===== src/rtl/sdf_stage_controller.sv =====
// sdf_stage_controller
//   Sequencer for one SDF NTT/INTT pipeline stage (delay buffer + BFU +
//   in/out muxes). It counts an N-sample frame and drives the per-slot
//   controls, the output-valid strobe and the end-of-frame done pulse.
//
// Ports
//   clk                      clock, all logic on posedge
//   rst                      synchronous reset, active-high
//   start                    begin a frame (accepted only when idle)
//   mode                     0 = NTT, 1 = INTT, latched when start is accepted
//   in_valid                 stage input carries a sample this cycle
//   buffer_enable            delay-buffer shift enable
//   buffer_in_mux_selector   1 = load registered stage input, 0 = load BFU output 2
//   buffer_out_mux_selector  0 = output delay buffer, 1 = output BFU output 1
//   bfu_sel                  BFU mux-select bus
//   intt_logic_enable        latched mode while busy
//   tw_addr                  twiddle ROM address
//   out_valid                stage output holds a valid result
//   busy                     a frame is in progress
//   done                     one-cycle pulse at end of frame
module sdf_stage_controller #(
    parameter int         N        = 16,
    parameter int         LOGN     = 4,
    parameter int         INDEX    = 2,
    parameter int         BFU_LAT  = 0,
    parameter logic [5:0] NTT_SEL  = 6'b101010,
    parameter logic [5:0] INTT_SEL = 6'b010101
) (
    input  logic            clk,
    input  logic            rst,
    input  logic            start,
    input  logic            mode,
    input  logic            in_valid,
    output logic            buffer_enable,
    output logic            buffer_in_mux_selector,
    output logic            buffer_out_mux_selector,
    output logic [5:0]      bfu_sel,
    output logic            intt_logic_enable,
    output logic [LOGN-2:0] tw_addr,
    output logic            out_valid,
    output logic            busy,
    output logic            done
);

    localparam int              D          = 1 << INDEX;
    localparam logic [LOGN-1:0] CNT_LAST   = LOGN'(N - 1);
    localparam logic [LOGN-1:0] FLUSH_LAST = LOGN'(D - 1);
    localparam logic [LOGN-1:0] TW_MASK    = LOGN'(D - 1);
    localparam int              TW_SHIFT   = LOGN - 1 - INDEX;

    typedef enum logic [1:0] {S_IDLE, S_RUN, S_FLUSH, S_DONE} state_t;

    state_t          state_q;
    logic [LOGN-1:0] cnt_q;
    logic [LOGN-1:0] flush_cnt_q;
    logic            mode_q;

    always_ff @(posedge clk) begin
        if (rst) begin
            state_q     <= S_IDLE;
            cnt_q       <= '0;
            flush_cnt_q <= '0;
            mode_q      <= 1'b0;
        end else begin
            case (state_q)
                S_IDLE: begin
                    if (start) begin
                        state_q     <= S_RUN;
                        cnt_q       <= '0;
                        flush_cnt_q <= '0;
                        mode_q      <= mode;
                    end
                end
                S_RUN: begin
                    // The counter wraps to 0 on the last sample, leaving it clean
                    // for the next frame.
                    if (in_valid) begin
                        cnt_q <= cnt_q + LOGN'(1);
                        if (cnt_q == CNT_LAST) begin
                            state_q <= S_FLUSH;
                        end
                    end
                end
                S_FLUSH: begin
                    flush_cnt_q <= flush_cnt_q + LOGN'(1);
                    if (flush_cnt_q == FLUSH_LAST) begin
                        state_q <= S_DONE;
                    end
                end
                S_DONE: begin
                    state_q <= S_IDLE;
                end
                default: begin
                    state_q <= S_IDLE;
                end
            endcase
        end
    end

    // ---- p0: slot accepted this cycle (a valid input in RUN, or a flush slot)
    logic vld_p0;
    logic flush_p0;
    logic done_p0;

    assign vld_p0   = ((state_q == S_RUN) && in_valid) || (state_q == S_FLUSH);
    assign flush_p0 = (state_q == S_FLUSH);
    assign done_p0  = (state_q == S_DONE);

    // ---- p1: controls line up with the registered stage input
    logic            vld_p1;
    logic            flush_p1;
    logic            done_p1;
    logic [LOGN-1:0] cnt_p1;

    always_ff @(posedge clk) begin
        if (rst) begin
            vld_p1   <= 1'b0;
            flush_p1 <= 1'b0;
            done_p1  <= 1'b0;
            cnt_p1   <= '0;
        end else begin
            vld_p1   <= vld_p0;
            flush_p1 <= flush_p0;
            done_p1  <= done_p0;
            cnt_p1   <= cnt_q;
        end
    end

    logic ph_p1;
    logic fly_p1;
    logic fill_p1;
    logic ov_p1;

    assign ph_p1   = cnt_p1[INDEX];
    assign fly_p1  = vld_p1 && !flush_p1 && ph_p1;
    assign fill_p1 = vld_p1 && !flush_p1 && !ph_p1;

    // Every slot except the fill slots of the first group emits a result:
    // butterfly slots emit BFU output 1, later fill slots drain the buffer,
    // and flush slots drain the last group.
    assign ov_p1 = vld_p1 && (flush_p1 || ((cnt_p1 >> INDEX) != '0));

    assign buffer_enable           = vld_p1;
    assign buffer_in_mux_selector  = fill_p1;
    assign buffer_out_mux_selector = fly_p1;
    // The mask is empty when INDEX is 0, giving a constant zero address.
    assign tw_addr = fly_p1 ? (LOGN-1)'((cnt_p1 & TW_MASK) << TW_SHIFT) : '0;

    assign busy              = (state_q != S_IDLE);
    assign intt_logic_enable = busy && mode_q;
    assign bfu_sel           = busy ? (mode_q ? INTT_SEL : NTT_SEL) : 6'b000000;

    // ---- p2..: out_valid and done follow the BFU output latency
    generate
        if (BFU_LAT == 0) begin : g_no_lat
            assign out_valid = ov_p1;
            assign done      = done_p1;
        end else begin : g_lat
            logic [BFU_LAT-1:0] ov_sr;
            logic [BFU_LAT-1:0] done_sr;

            always_ff @(posedge clk) begin
                if (rst) begin
                    ov_sr   <= '0;
                    done_sr <= '0;
                end else begin
                    ov_sr[0]   <= ov_p1;
                    done_sr[0] <= done_p1;
                    for (int i = 1; i < BFU_LAT; i++) begin
                        ov_sr[i]   <= ov_sr[i-1];
                        done_sr[i] <= done_sr[i-1];
                    end
                end
            end

            assign out_valid = ov_sr[BFU_LAT-1];
            assign done      = done_sr[BFU_LAT-1];
        end
    endgenerate

endmodule


===== config.mk =====
export PLATFORM = sky130hd
export DESIGN_NAME = sdf_stage_controller
export DESIGN_NICKNAME = d
export VERILOG_FILES = /design/src/rtl/sdf_stage_controller.sv
export SDC_FILE = /design/constraint.sdc
export NUM_CORES = 1
export LEC_CHECK = 0
export ABC_CLOCK_PERIOD_IN_PS = 2300
export CAP_MARGIN = 10
export CORE_MARGIN = 5
export CORE_UTILIZATION = 26
export CTS_CLUSTER_DIAMETER = 30
export DETAILED_ROUTE_END_ITERATION = 10
export HOLD_SLACK_MARGIN = 0.1
export SYNTH_ARGS = -nofsm -noshare
export SYNTH_HDL_FRONTEND = slang
export SYNTH_SLANG_ARGS = --single-unit

===== constraint.sdc =====
create_clock -name clk -period 2.3 [get_ports clk]
set_input_delay 0.46 -clock clk [delete_from_list [all_inputs] [get_ports clk]]
set_output_delay 0.46 -clock clk [all_outputs]
set_load 0.01 [all_outputs]

# After elaboration in Yosys (flattened, before gate mapping)

Cells that the tools add are included.

Register bits after elaboration: 18
Bits in latches: 0
RAM bits: 0
Memory bits (read-only): 0
Input port bits: 5
Output and inout port bits: 16
Memories: 0

$add $sub $neg: 2
Multiply operators: 0
Div/mod/pow operators: 0
Magnitude comparators: 0
Equal/unequal tests: 9
Shift operators: 0
Multiplexer cells: 12
Bitwise gates (word level): 0
Reductions and logical operators: 19

Operators by type and width:

| kind                  | number |
|---|---|
| $pmux W4 S2           | 2 |
| $mux W6               | 2 |
| $add A4 B1 Y4 const B | 2 |
| $mux W2               | 4 |
| $mux W4               | 2 |
| $pmux W2 S4           | 1 |
| $logic_and A1 B1 Y1   | 6 |
| $ne A2 B2 Y1 const B  | 3 |
| $reduce_bool A2 Y1    | 3 |
| $eq A2 B2 Y1 const B  | 2 |
| $eq A4 B2 Y1 const B  | 1 |
| $eq A4 B4 Y1 const B  | 1 |
| $reduce_and A2 Y1     | 2 |
| $reduce_and A4 Y1     | 1 |
| $reduce_bool A4 Y1    | 1 |
| $mux W3               | 1 |
| $reduce_and A3 Y1     | 1 |
| $eq A2 B1 Y1 const B  | 1 |
| $logic_not A1 Y1      | 2 |
| $logic_not A2 Y1      | 1 |
| $logic_or A1 B1 Y1    | 2 |
| $ne A2 B1 Y1 const B  | 1 |

# Depth between registers and ports, before layout

Word-level depth: 4
Depth in mapped cells: 8

# Worst setup path after synthesis

OpenSTA, ideal clock, no wires.

Kind: flip-flop to output port
Start: register state_q[0]
End: output bfu_sel[3]
Arrival: 1,142 ps
Data required time: 1,840 ps
Slack: 698 ps
Cell stages (with the launch flop): 6
Cell sequence: dfxtp_1 -> inv_1 -> ha_1 -> buf_6 -> nor2_1 -> buf_4

Longest elaborated chain between the ends: 2

Ends and longest elaborated chain:

| what                   | line | text |
|---|---|---|
| from (decl)            | 53   | `state_t state_q;` |
| from (signal assigned) | 60   | `state_q <= S_IDLE;` |
| from (signal assigned) | 68   | `state_q <= S_RUN;` |
| from (signal assigned) | 80   | `state_q <= S_FLUSH;` |
| $reduce_bool A2 Y1     | 149  | `assign busy = (state_q != S_IDLE);` |
| $mux W6                | 151  | `assign bfu_sel = busy ? (mode_q ? INTT_SEL : NTT_SEL) : 6'b000000;` |
| to (decl)              | 37   | `output logic [5:0] bfu_sel,` |

Every way passes these cells.

# Worst setup path in the final report

Start: register state_q[1]
End: output busy

Longest elaborated chain between the ends: 1

Ends and longest elaborated chain:

| what               | line | text |
|---|---|---|
| $reduce_bool A2 Y1 | 149  |  |
| to (decl)          | 41   | `output logic busy,` |

Every way passes these cells.

==> results.txt <==
Crit Path Class: flip-flop to output pin
met1 WL: 712 µm
I/O Buffers: 19
vias after detailed routing: 737
ratio of cells with drive above 1 in the final layout: 10.92%
drt pass-1 iters: 4
Syn Inst Count: 104
RSZ-0062 raised after global routing: no
Worst Path Required: 1.84 ns
met2 wire length: 1019 µm
multiplexer share of the synthesized area: 1.197%
Synthesized Nets: 116
Final Wtd Congestion: 0.7074
total congestion overflow: 0
max-slew violation count: 0
Leak Pwr: 0.5216 nW
leading area contributor after synthesis: dfxtp_1
Die W: 70.16 µm
first-pass GRT wire length: 2953 µm
IO Pins: 21
vias in the first global route: 694
status: finished clean
Max IR drop VDD: 251.0 µV
most used cell, CP: inv_1
Rows: 21
Worst Skew: 0.005141 ns
fin crit share: 94.10%
routed wire length: 1802 µm
power per cell area: 961.3 nW/µm²
wire per inst: 10.92 µm
Arrival @ worst endpoint: 1.70 ns
Synth top area share: 38.30%
worst r2r path cells: 7
largest net degree at the start of global routing: 12
Syn. warnings: 0
HPWL Detailed: 1444 µm
Netlist cell types: 34
Post-route DRC: 0
Antenna Cells: 0
die area: 4922 µm²
minimum clock period: 2.164 ns
xor/xnor share of the synthesized area: 1.862%
CTS root buf: clkbuf_4
area share of fa/ha/maj cells after synthesis: 9.309%
Layout area overhead: 23.94%
Die Height: 70.16 µm
Initial Util: 27.55%
number of antenna violations at the first check in global routing: 0
CP Max Fanout: 7
Avg Vias per Cell: 4.467
worst hold path class: flip-flop to flip-flop
fmax: 462.0 MHz
CP max-delay cell: clkdlybuf4s50_1
Met3 Wirelength: 70 µm
initial DRC count: 16
Sum Neg Setup Slack: 0 ns
Mapped Avg Cell Area: 9.047 µm²
htree depth: 1
sequential share of the synthesized area: 38.30%
WHS Path Cells: 2
crit-path cells: inv_1 -> ha_1 -> buf_4 -> inv_1 -> clkdlybuf4s50_1
Synth Area in Compound Gates: 11.57%
gr usage total: 7.605%
synth top area cells: dfxtp_1 (38%), ha_1 (9.3%), buf_4 (4.8%)
hold bufs inserted after CTS: 0
Num CTS Buffers: 3
Final Total Pwr: 1.121 mW
main combinational cell family by area after synthesis: simple AND/OR/NAND/NOR gates
clk_lat worst skew: 0.28 ns
fin nets: 133
Routed Antenna Nets: 0
clock buffer depth: 2
final setup violating endpoints: 0
slowest stage delay, CP: 0.52 ns
CTS tree: yes
CP Launch Type: flip-flop
Core Area: 3416 µm²
Max Cap Viol: 0
highest metal used: met3
Final Hold Fails: 0
Reg clk slew, reported paths: 0.10 ns
CP endpoint kind: output pin
Post-Synth Simple-Gate Area: 28.59%
Synth Register Bits: 18
clock sinks: 18
cell area after synthesis: 940.9 µm²
[layout by cell type, fill, tap and decap left out, types with 2 or more instances in the layout]
cell type,Yosys,layout
a21oi_1,6,6
a31o_2,2,2
and2_1,3,3
buf_4,6,2
clkbuf_4,0,3
clkdlybuf4s50_1,0,15
dfxtp_1,18,17
dlymetal6s2s_1,0,4
ha_1,7,7
inv_1,3,3
nand2_1,7,7
nand2b_1,3,3
nand3_1,4,4
nor2_1,10,10
nor2b_1,6,6
nor3_1,3,3
nor3b_1,2,2
o21ai_0,3,3
xnor2_1,2,2
[final timing paths]
check | start | to | slack, ns
worst max-delay path | state_q[1] | busy | 0.14
worst min-delay path | mode_q | mode_q | 0.47
worst max register to register | state_q[1] | cnt_q[0] | 0.63
worst min register to register | mode_q | mode_q | 0.47
[cells by family after synthesis]
group,Yosys count
buf+inv,12
xor+xnor,2
mux,1
other cells,1
compound gates,17
flops,18
simple gates,46
fa+ha+maj,7
[state kept, by name, summed over array words and instances (netlist names)]
signal and flops:
state_q 2, cnt_p1 4, flush_cnt_q 4, flush_p1 1, buffer_enable 1, done 1, mode_q 1, cnt_q 4
[worst max-delay path, delay by kind of cell (launching register included)]
kind / cells / cell delay [ns]
flops: 1 / 0.37
fa+ha+maj: 1 / 0.22
buf+inv: 4 / 0.83
[power breakdown]
group / internal (mW) / switching (mW) / leakage, nW / total [mW]
logic: 0.283 / 0.309 / 0.362 / 0.592
clock network: 0.0607 / 0.0884 / 0.0138 / 0.149
registers: 0.351 / 0.0285 / 0.146 / 0.380
total: 0.695 / 0.426 / 0.522 / 1.12
[cell usage after synthesis]
library cell / number
o21ai_0: 3
nand4_1: 1
mux2_2: 1
dfxtp_1: 18
nor2b_1: 6
inv_1: 3
nand2b_1: 3
xnor2_1: 2
o21ai_1: 1
and3b_1: 1
nor2_1: 10
nor3b_1: 2
o2111ai_1: 1
and2b_1: 1
nand3_1: 4
o21bai_1: 1
or2b_1: 1
a32oi_1: 1
o31a_1: 1
nor3_1: 3
buf_6: 2
nand2_1: 7
nor4b_2: 1
and2b_2: 1
conb_1: 1
a31o_2: 2
clkbuf_1: 1
nor2b_4: 1
nor4_2: 1
a21oi_1: 6
a22oi_1: 1
and2_1: 3
ha_1: 7
buf_4: 6
[layer usage]
| layer | global-route usage, % | up-vias |
|---|---|---|
| li1 | - | 381 |
| met1 | 7.526 | 343 |
| met2 | 14.27 | 13 |
| met3 | 1.722 | 0 |
| met4 | 4.468 | 0 |
| met5 | 0 | - |
[repair_timing]
action | 4_1_cts | 5_1_grt
setup buffers | 0 | 0
setup endpoints to repair | 0 | 7
gates resized for setup | 0 | 5
[through the flow]
| step | std cells | utilization (%) | area, µm² | hold WS [ns] | setup WS (ns) |
|---|---|---|---|---|---|
| 6_report | 165 | 34.14 | 1166 | 0.4720 | 0.1357 |
| 3_5_place_dp | 162 | 33.15 | 1132 | 0.4619 | 0.3650 |
| 5_1_grt | 165 | 34.14 | 1166 | 0.4971 | 0.02072 |
| 2_1_floorplan | 104 | - | 940.9 | 0.4458 | 0.6979 |
| 3_3_place_gp | 162 | 33.15 | 1132 | 0.4578 | 0.4083 |
| 4_1_cts | 165 | 33.81 | 1155 | 0.4756 | 0.03239 |
[final cells by class]
| class | instances | area (µm²) |
|---|---|---|
| timing repair buffer | 21 | 215.2 |
| clock buffer | 3 | 22.52 |
| inverter | 3 | 11.26 |
| fill | 365 | 2250 |
| sequential | 18 | 361.6 |
| tap | 46 | 57.56 |
| multi-input combinational | 74 | 498.0 |
No activity file was read; power rests on OpenSTA's default activity.
==> patch: new RTL, same settings <==
Re-encode `state_t` (4 states) as Gray code, 2 bits wide.
--- a/src/rtl/sdf_stage_controller.sv
+++ b/src/rtl/sdf_stage_controller.sv
@@ -49,5 +49,5 @@
     localparam int              TW_SHIFT   = LOGN - 1 - INDEX;
 
-    typedef enum logic [1:0] {S_IDLE, S_RUN, S_FLUSH, S_DONE} state_t;
+    typedef enum logic [1:0] {S_IDLE = 2'b00, S_RUN = 2'b01, S_FLUSH = 2'b11, S_DONE = 2'b10} state_t;
 
     state_t          state_q;
Function: same outputs for any inputs over 10 cycles, from zero or initial values and one cycle with rst high; not proved beyond that.
==> patch against the unedited design <==
Final area decreased by 11%; synthesized area decreased by 14%; setup slack improved by 170 ps; sequential share of layout area increased by 3.5 points; highest routed layer is now met4; sequential cell count unchanged; global-route usage increased by 1.3 points; count of clock-buffer cells in the layout increased by 1; wire length decreased by 5.4%; first-iteration DRC count increased to 2.7 times the old value; critical path depth decreased by 2; clock skew decreased by 1.6 ps.
Power is not compared: it rests on default switching activity, and its combinational part moved more than twofold at a synthesized area within 25%.
==> patch: results (changes against the unedited design) <==
[run_status]
status = complete, no violations  ; unchanged

[setup_path]
startpoint = flush_p1  ; was state_q[1]
reg2reg_depth = 4  ; was 7
crit_end = tw_addr[2]  ; was busy
r2r_slack_ps = 910  ; was 630 ps
reg2reg_from = state_q[0]  ; was state_q[1]
crit_arrival_ps = 1530  ; was 1700 ps
crit_fanout = 3  ; was 7

[synth]
synth_area_leaders = dfxtp_1, buf_4, a21oi_1  ; was dfxtp_1, ha_1, buf_4
synth_cell_types = 31  ; was 34
synth_area_per_cell_um2 = 8.786  ; was 9.047 um2
synth_nets = 99  ; was 116
ys_seq_area_frac = 0.4458  ; was 0.3830
synth_commonest_cells = dfxtp_1, a21oi_1, nor2_1  ; was dfxtp_1, nor2_1, ha_1, nand2_1

[cts]
clk_pin_slew_ps = 100  ; about the same
clock_latency_ps = 300  ; was 280 ps

[grt]
grt_max_degree = 20  ; was 12
grt_usage = 0.08932  ; was 0.07605
grt_pass1_wl_mm = 2.967  ; was 2.953 mm
grt_pass1_vias = 674  ; was 694

[drt]
vias = 680  ; was 737
first_pass_iters = 4  ; unchanged
wl_per_cell_um = 11.29  ; was 10.92 um
drt_iter0_markers = 43  ; was 16

[sta]
clock_skew_ps = 3.541  ; was 5.141 ps

[place]
gp_congestion = 0.7305  ; was 0.7074

[cells_and_area]
drive_gt1_frac = 0.05607  ; was 0.1092

-- patch: layer usage --
metal,global-route usage,part of all wire
met1,0.09300,0.40
met3,0.01880,0.050
met4,0.05440,0.022
met5,0,0
met2,0.1615,0.52
-- patch: critical path, cell delays in order (launching register included) --
cell and delay [ps]:
dfxtp_1 340, and3b_1 250, and2_1 130, clkdlybuf4s50_1 530
-- patch: worst min path at each step --
stage,from,cells past startpoint,end
after floorplan,flush_cnt_q[1],2,flush_cnt_q[1]
after global placement,flush_cnt_q[1],2,flush_cnt_q[1]
after detailed placement,mode_q,2,mode_q
after CTS,flush_cnt_q[1],2,flush_cnt_q[1]
after global routing,cnt_q[1],1,cnt_p1[1]
final,flush_cnt_q[1],2,flush_cnt_q[1]
-- patch: layout make-up --
| cell class | count | area, um2 |
|---|---|---|
| Tap cell | 44 | 55.05 |
| Inverter | 3 | 11.26 |
| Sequential cell | 18 | 360.3 |
| Fill cell | 329 | 1984 |
| Timing Repair Buffer | 21 | 205.2 |
| Clock buffer | 4 | 36.28 |
| Multi-Input combinational cell | 61 | 375.4 |
-- patch: through the flow --
stage	worst slack (ps)	total power (uW)	hold WS, ps	util	area [um2]
after floorplan	630.0	360.7	453.7	-	808.3
after global placement	449.1	385.4	467.1	0.3326	1007
after detailed placement	408.1	387.0	482.4	0.3326	1007
after CTS	281.8	585.3	505.2	0.3446	1044
after global routing	159.3	601.4	537.6	0.3446	1044
final	307.2	575.2	496.0	0.3446	1044
-- patch: logic make-up after synthesis --
logic type	share of synthesized area
simple gates	0.2430
compound gates	0.1502
flops	0.4458
buf+inv	0.08977
fa+ha+maj	0.03095
mux	0.02477
other cells	0.004640
xor+xnor	0.01084
